**config.mk**
```make
export PLATFORM = sky130hd
export DESIGN_NAME = pc_fetch_queue
export DESIGN_NICKNAME = d
export VERILOG_FILES = /design/src/rtl/pc_fetch_queue.sv
export SDC_FILE = /design/constraint.sdc
export NUM_CORES = 1
export LEC_CHECK = 0
export BUFFER_PORTS_ARGS = -buffer_cell sky130_fd_sc_hd__buf_2
export CORE_UTILIZATION = 45
export DETAILED_ROUTE_END_ITERATION = 7
export SLEW_MARGIN = 10
export SYNTH_ARGS = -nofsm -noshare
export SYNTH_HDL_FRONTEND = slang
export SYNTH_SLANG_ARGS = --single-unit
```
**constraint.sdc**
```tcl
create_clock -name clk -period 10.48 [get_ports clk]
set_clock_uncertainty 0.1 [all_clocks]
set_input_delay 1.572 -clock clk [delete_from_list [all_inputs] [get_ports clk]]
set_output_delay 1.572 -clock clk [all_outputs]
set_load 0.01 [all_outputs]
```
**src/rtl/pc_fetch_queue.sv**
```systemverilog
`default_nettype none
// ============================================================================
// Module   : pc_fetch_queue
// Purpose  : Owns the PC and prefetches {pc, inst} pairs into a DEPTH-entry
//            FIFO that feeds the decode stage over a valid/ready handshake.
// Revision : 1.0 - initial release
// ============================================================================
module pc_fetch_queue #(
  parameter int unsigned       ADDR_W   = 32,
  parameter int unsigned       INST_W   = 32,
  parameter int unsigned       DEPTH    = 4,
  parameter logic [ADDR_W-1:0] RESET_PC = '0,
  parameter int unsigned       PC_STEP  = 4
) (
  input  logic                     clk,
  input  logic                     rst,
  input  logic                     fetch_en_i,
  input  logic                     jump_flag_i,
  input  logic [ADDR_W-1:0]        jump_addr_i,
  output logic [ADDR_W-1:0]        inst_addr_o,
  output logic                     inst_req_o,
  input  logic [INST_W-1:0]        inst_i,
  output logic                     id_valid_o,
  input  logic                     id_ready_i,
  output logic [INST_W-1:0]        id_inst_o,
  output logic [ADDR_W-1:0]        id_pc_o,
  output logic [$clog2(DEPTH):0]   count_o
);

  localparam int unsigned       c_ptr_w      = $clog2(DEPTH);
  localparam int unsigned       c_cnt_w      = c_ptr_w + 1;
  localparam logic [c_cnt_w-1:0] c_depth     = c_cnt_w'(DEPTH);
  localparam logic [ADDR_W-1:0] c_step       = ADDR_W'(PC_STEP);
  localparam logic [ADDR_W-1:0] c_align_mask = ADDR_W'(PC_STEP - 1);

  logic [ADDR_W-1:0]  r_pc;
  logic [ADDR_W-1:0]  r_mem_pc   [DEPTH];
  logic [INST_W-1:0]  r_mem_inst [DEPTH];
  logic [c_ptr_w-1:0] r_wr_ptr;
  logic [c_ptr_w-1:0] r_rd_ptr;
  logic [c_cnt_w-1:0] r_count;

  logic               w_pop;
  logic               w_fetch;
  logic [ADDR_W-1:0]  w_jump_target;

  assign w_pop         = id_valid_o & id_ready_i;
  // A pop frees a slot in the same cycle, so a full queue can still fetch.
  assign w_fetch       = fetch_en_i & ~jump_flag_i & ((r_count < c_depth) | w_pop);
  assign w_jump_target = jump_addr_i & ~c_align_mask;

  assign inst_addr_o = r_pc;
  assign inst_req_o  = w_fetch;
  assign id_valid_o  = (r_count != '0);
  assign id_inst_o   = r_mem_inst[r_rd_ptr];
  assign id_pc_o     = r_mem_pc[r_rd_ptr];
  assign count_o     = r_count;

  always_ff @(posedge clk or posedge rst) begin
    if (rst) begin
      r_pc     <= RESET_PC;
      r_wr_ptr <= '0;
      r_rd_ptr <= '0;
      r_count  <= '0;
      for (int i = 0; i < int'(DEPTH); i++) begin
        r_mem_pc[i]   <= '0;
        r_mem_inst[i] <= '0;
      end
    end else if (jump_flag_i) begin
      // Redirect discards everything queued, including a coincident pop's slot.
      r_pc     <= w_jump_target;
      r_wr_ptr <= '0;
      r_rd_ptr <= '0;
      r_count  <= '0;
    end else begin
      if (w_fetch) begin
        r_mem_pc[r_wr_ptr]   <= r_pc;
        r_mem_inst[r_wr_ptr] <= inst_i;
        r_wr_ptr             <= r_wr_ptr + c_ptr_w'(1);
        r_pc                 <= r_pc + c_step;
      end
      if (w_pop) begin
        r_rd_ptr <= r_rd_ptr + c_ptr_w'(1);
      end
      case ({w_fetch, w_pop})
        2'b10:   r_count <= r_count + c_cnt_w'(1);
        2'b01:   r_count <= r_count - c_cnt_w'(1);
        default: r_count <= r_count;
      endcase
    end
  end

endmodule
`default_nettype wire
```
==> reports/qor.txt <==
Core ar.: 0.0298 mm²
Top-count cell post-synth: dfrtp_1
Nets: 1062
PD cells: 281 mW/mm²
Non-filler cells, final: 1399
Crit-path max FO: 40
Final hold vios: 0
GR Overflow Total: 0
Data required time of the worst path: 8810 ps
Post-Syn Instances: 845
Post-synth EDFFs: 0
Worst setup SP type: flop
Share of layout cells above drive strength 1: 53.0%
RSZ-0062 raised after global routing: false
CTS buffer count: 31
Ratio of final minimum period to clock period: 44.2%
Initial drt markers: 391
GPL Wtd Cong: 0.731
Die footprint: 0.0312 mm²
Total power: 4.37 mW
DR vias: 7472
Setup TNS: 0 ps
CP Data Arrival Time: 2960 ps
Via density: 5.34
Post-synthesis sequential area ratio: 52.0%
First-pass GRT wire length: 46500 µm
Synth area leaders: dfrtp_1 (52%), mux2_4 (20%), mux4_2 (10%)
Area Overhead vs Synth: 13.5%
Hold Crit Class: flop to flop
Synth cell types: 45
Starting density of the core: 46.0%
Synth cell count leaders: dfrtp_1 (285), mux2_4 (183), mux2_2 (64)
Hold-fix buffers at CTS: 0
Synthesized flop and latch total: 285
H-tree levels: 1
CTS tree: done
Dpl hpwl: 16700 µm
Die Ht: 177 µm
Clock Tree Buf Depth: 3
Num rows: 63
Resized cells post-CTS: 0
Status: completed
Setup violations, final: 0
Pin count of the biggest net entering global routing: 139
First-pass iteration count of the detailed router: 4
Clock tree sinks: 285
PortBufs: 163
Avg Synthesized Cell Area: 16.2 µm²
Routed Antenna Nets: 0
Synthesized area: 0.0137 mm²
FMAX: 216 MHz
Drc violations: 0
P_leak: 7.59 nW
Routed len/inst: 20.8 µm
Gr usage total: 19.3%
IO Count: 170
Placed Cells: 1344
Root buffer cell: clkbuf_16
Warnings, synthesis: 0
Tightest Pin Transition: 997 ps
Wirelength, routed: 29200 µm
Number of global-route vias before repair: 7899
Main synth FF type: dfrtp_1
Slew headroom: 33.5%
Worst VDD drop: 0.000161 V
Final min period: 4630 ps
Die W: 177 µm
Final Max Slew Viols: 0
Crit path capture type: primary output
Top cell type's share of synthesized area: 52.0%
Max Cap Violations: 0
Worst-Skew Late Latency: 550 ps
Postcts setup bufs: 0
CTS clk-pin slew, worst paths: 60 ps
Initial antenna violation count: 6
Area leader, netlist: dfrtp_1
Post-synth ARST share: 100%
Critical path class: flop to primary output
report_power, final:
part | switching, mW | internal, mW
logic | 0.540 | 0.972
registers | 0.296 | 1.53
clock network | 0.432 | 0.596
per-stage QoR:
| step | setup WS [ps] | hold slack (ps) | instance area (µm²) | utilization (%) |
|---|---|---|---|---|
| 2_1_floorplan | 944 | 359 | 13700 | - |
| 3_3_place_gp | 6060 | 374 | 14600 | 49.0 |
| 5_1_grt | 5620 | 408 | 15600 | 52.2 |
| 3_5_place_dp | 6060 | 381 | 14600 | 49.0 |
| 6_report | 5850 | 391 | 15600 | 52.2 |
| 4_1_cts | 5710 | 394 | 15600 | 52.2 |
per-layer routing:
metal | track usage, % | share of wire (%)
met1 | 28.2 | 46
met2 | 29.4 | 46
met3 | 4.11 | 6.1
met4 | 4.06 | 1.6
met5 | 0 | 0.19
sequential cells by signal (all words and copies together), names as in the netlist:
name	count
r_rd_ptr	2
r_mem_pc	120
inst_addr_o	30
count_o	3
r_wr_ptr	2
r_mem_inst	128
placed cells by master (no fill, tap or decap), types with 7 or more instances in the layout:
| cell type | count |
|---|---|
| dfrtp_1 | 283 |
| o21ai_0 | 19 |
| clkbuf_8 | 8 |
| mux2_2 | 64 |
| buf_2 | 163 |
| nand3_1 | 12 |
| o21ai_1 | 9 |
| mux2_4 | 183 |
| xor2_1 | 20 |
| mux4_2 | 62 |
| nor2_1 | 11 |
| nand4_1 | 17 |
| clkbuf_16 | 31 |
| nor3_1 | 7 |
| nand2_1 | 37 |
| xnor2_1 | 13 |
| clkbuf_1 | 7 |
worst max-delay path, stage by stage (launching register included):
cell and delay, ps:
dfrtp_4 810, buf_4 760, mux4_2 610, buf_2 160
final timing paths:
| check | from | to | slack [ps] | cells after the start |
|---|---|---|---|---|
| min | r_mem_pc[8] | r_mem_pc[8] | 390 | 1 |
| max in group asynchronous | rst | r_rd_ptr[0] | 7460 | 3 |
| min reg2reg | r_mem_pc[8] | r_mem_pc[8] | 390 | 1 |
| min in group asynchronous | rst | r_mem_pc[53] | 1130 | 2 |
| max | r_rd_ptr[0] | id_inst_o[9] | 5850 | 3 |
| max reg2reg | count_o[2] | r_mem_inst[50] | 7970 | 5 |
cell families after synthesis:
| logic type | synth area share, % |
|---|---|
| buffers and inverters | 3.58 |
| multiplexers | 35.9 |
| XOR/XNOR | 2.11 |
| AO/OA/AOI/OAI | 1.25 |
| AND/OR/NAND/NOR | 4.53 |
| other | 0.0274 |
| adder cells (fa/ha/maj) | 0.602 |
| flip-flops | 52.0 |
cell type report:
class / count / area, µm²
Antenna cell: 2 / 5.00
Fill cell: 2514 / 14200
Inverter: 5 / 26.3
Clock inverter: 7 / 42.5
Tap cell: 390 / 488
Sequential cell: 285 / 7140
Clock buffer: 46 / 912
Multi-Input combinational cell: 496 / 6100
Timing Repair Buffer: 168 / 853
Note: power is estimated with default switching activity, not from simulation.
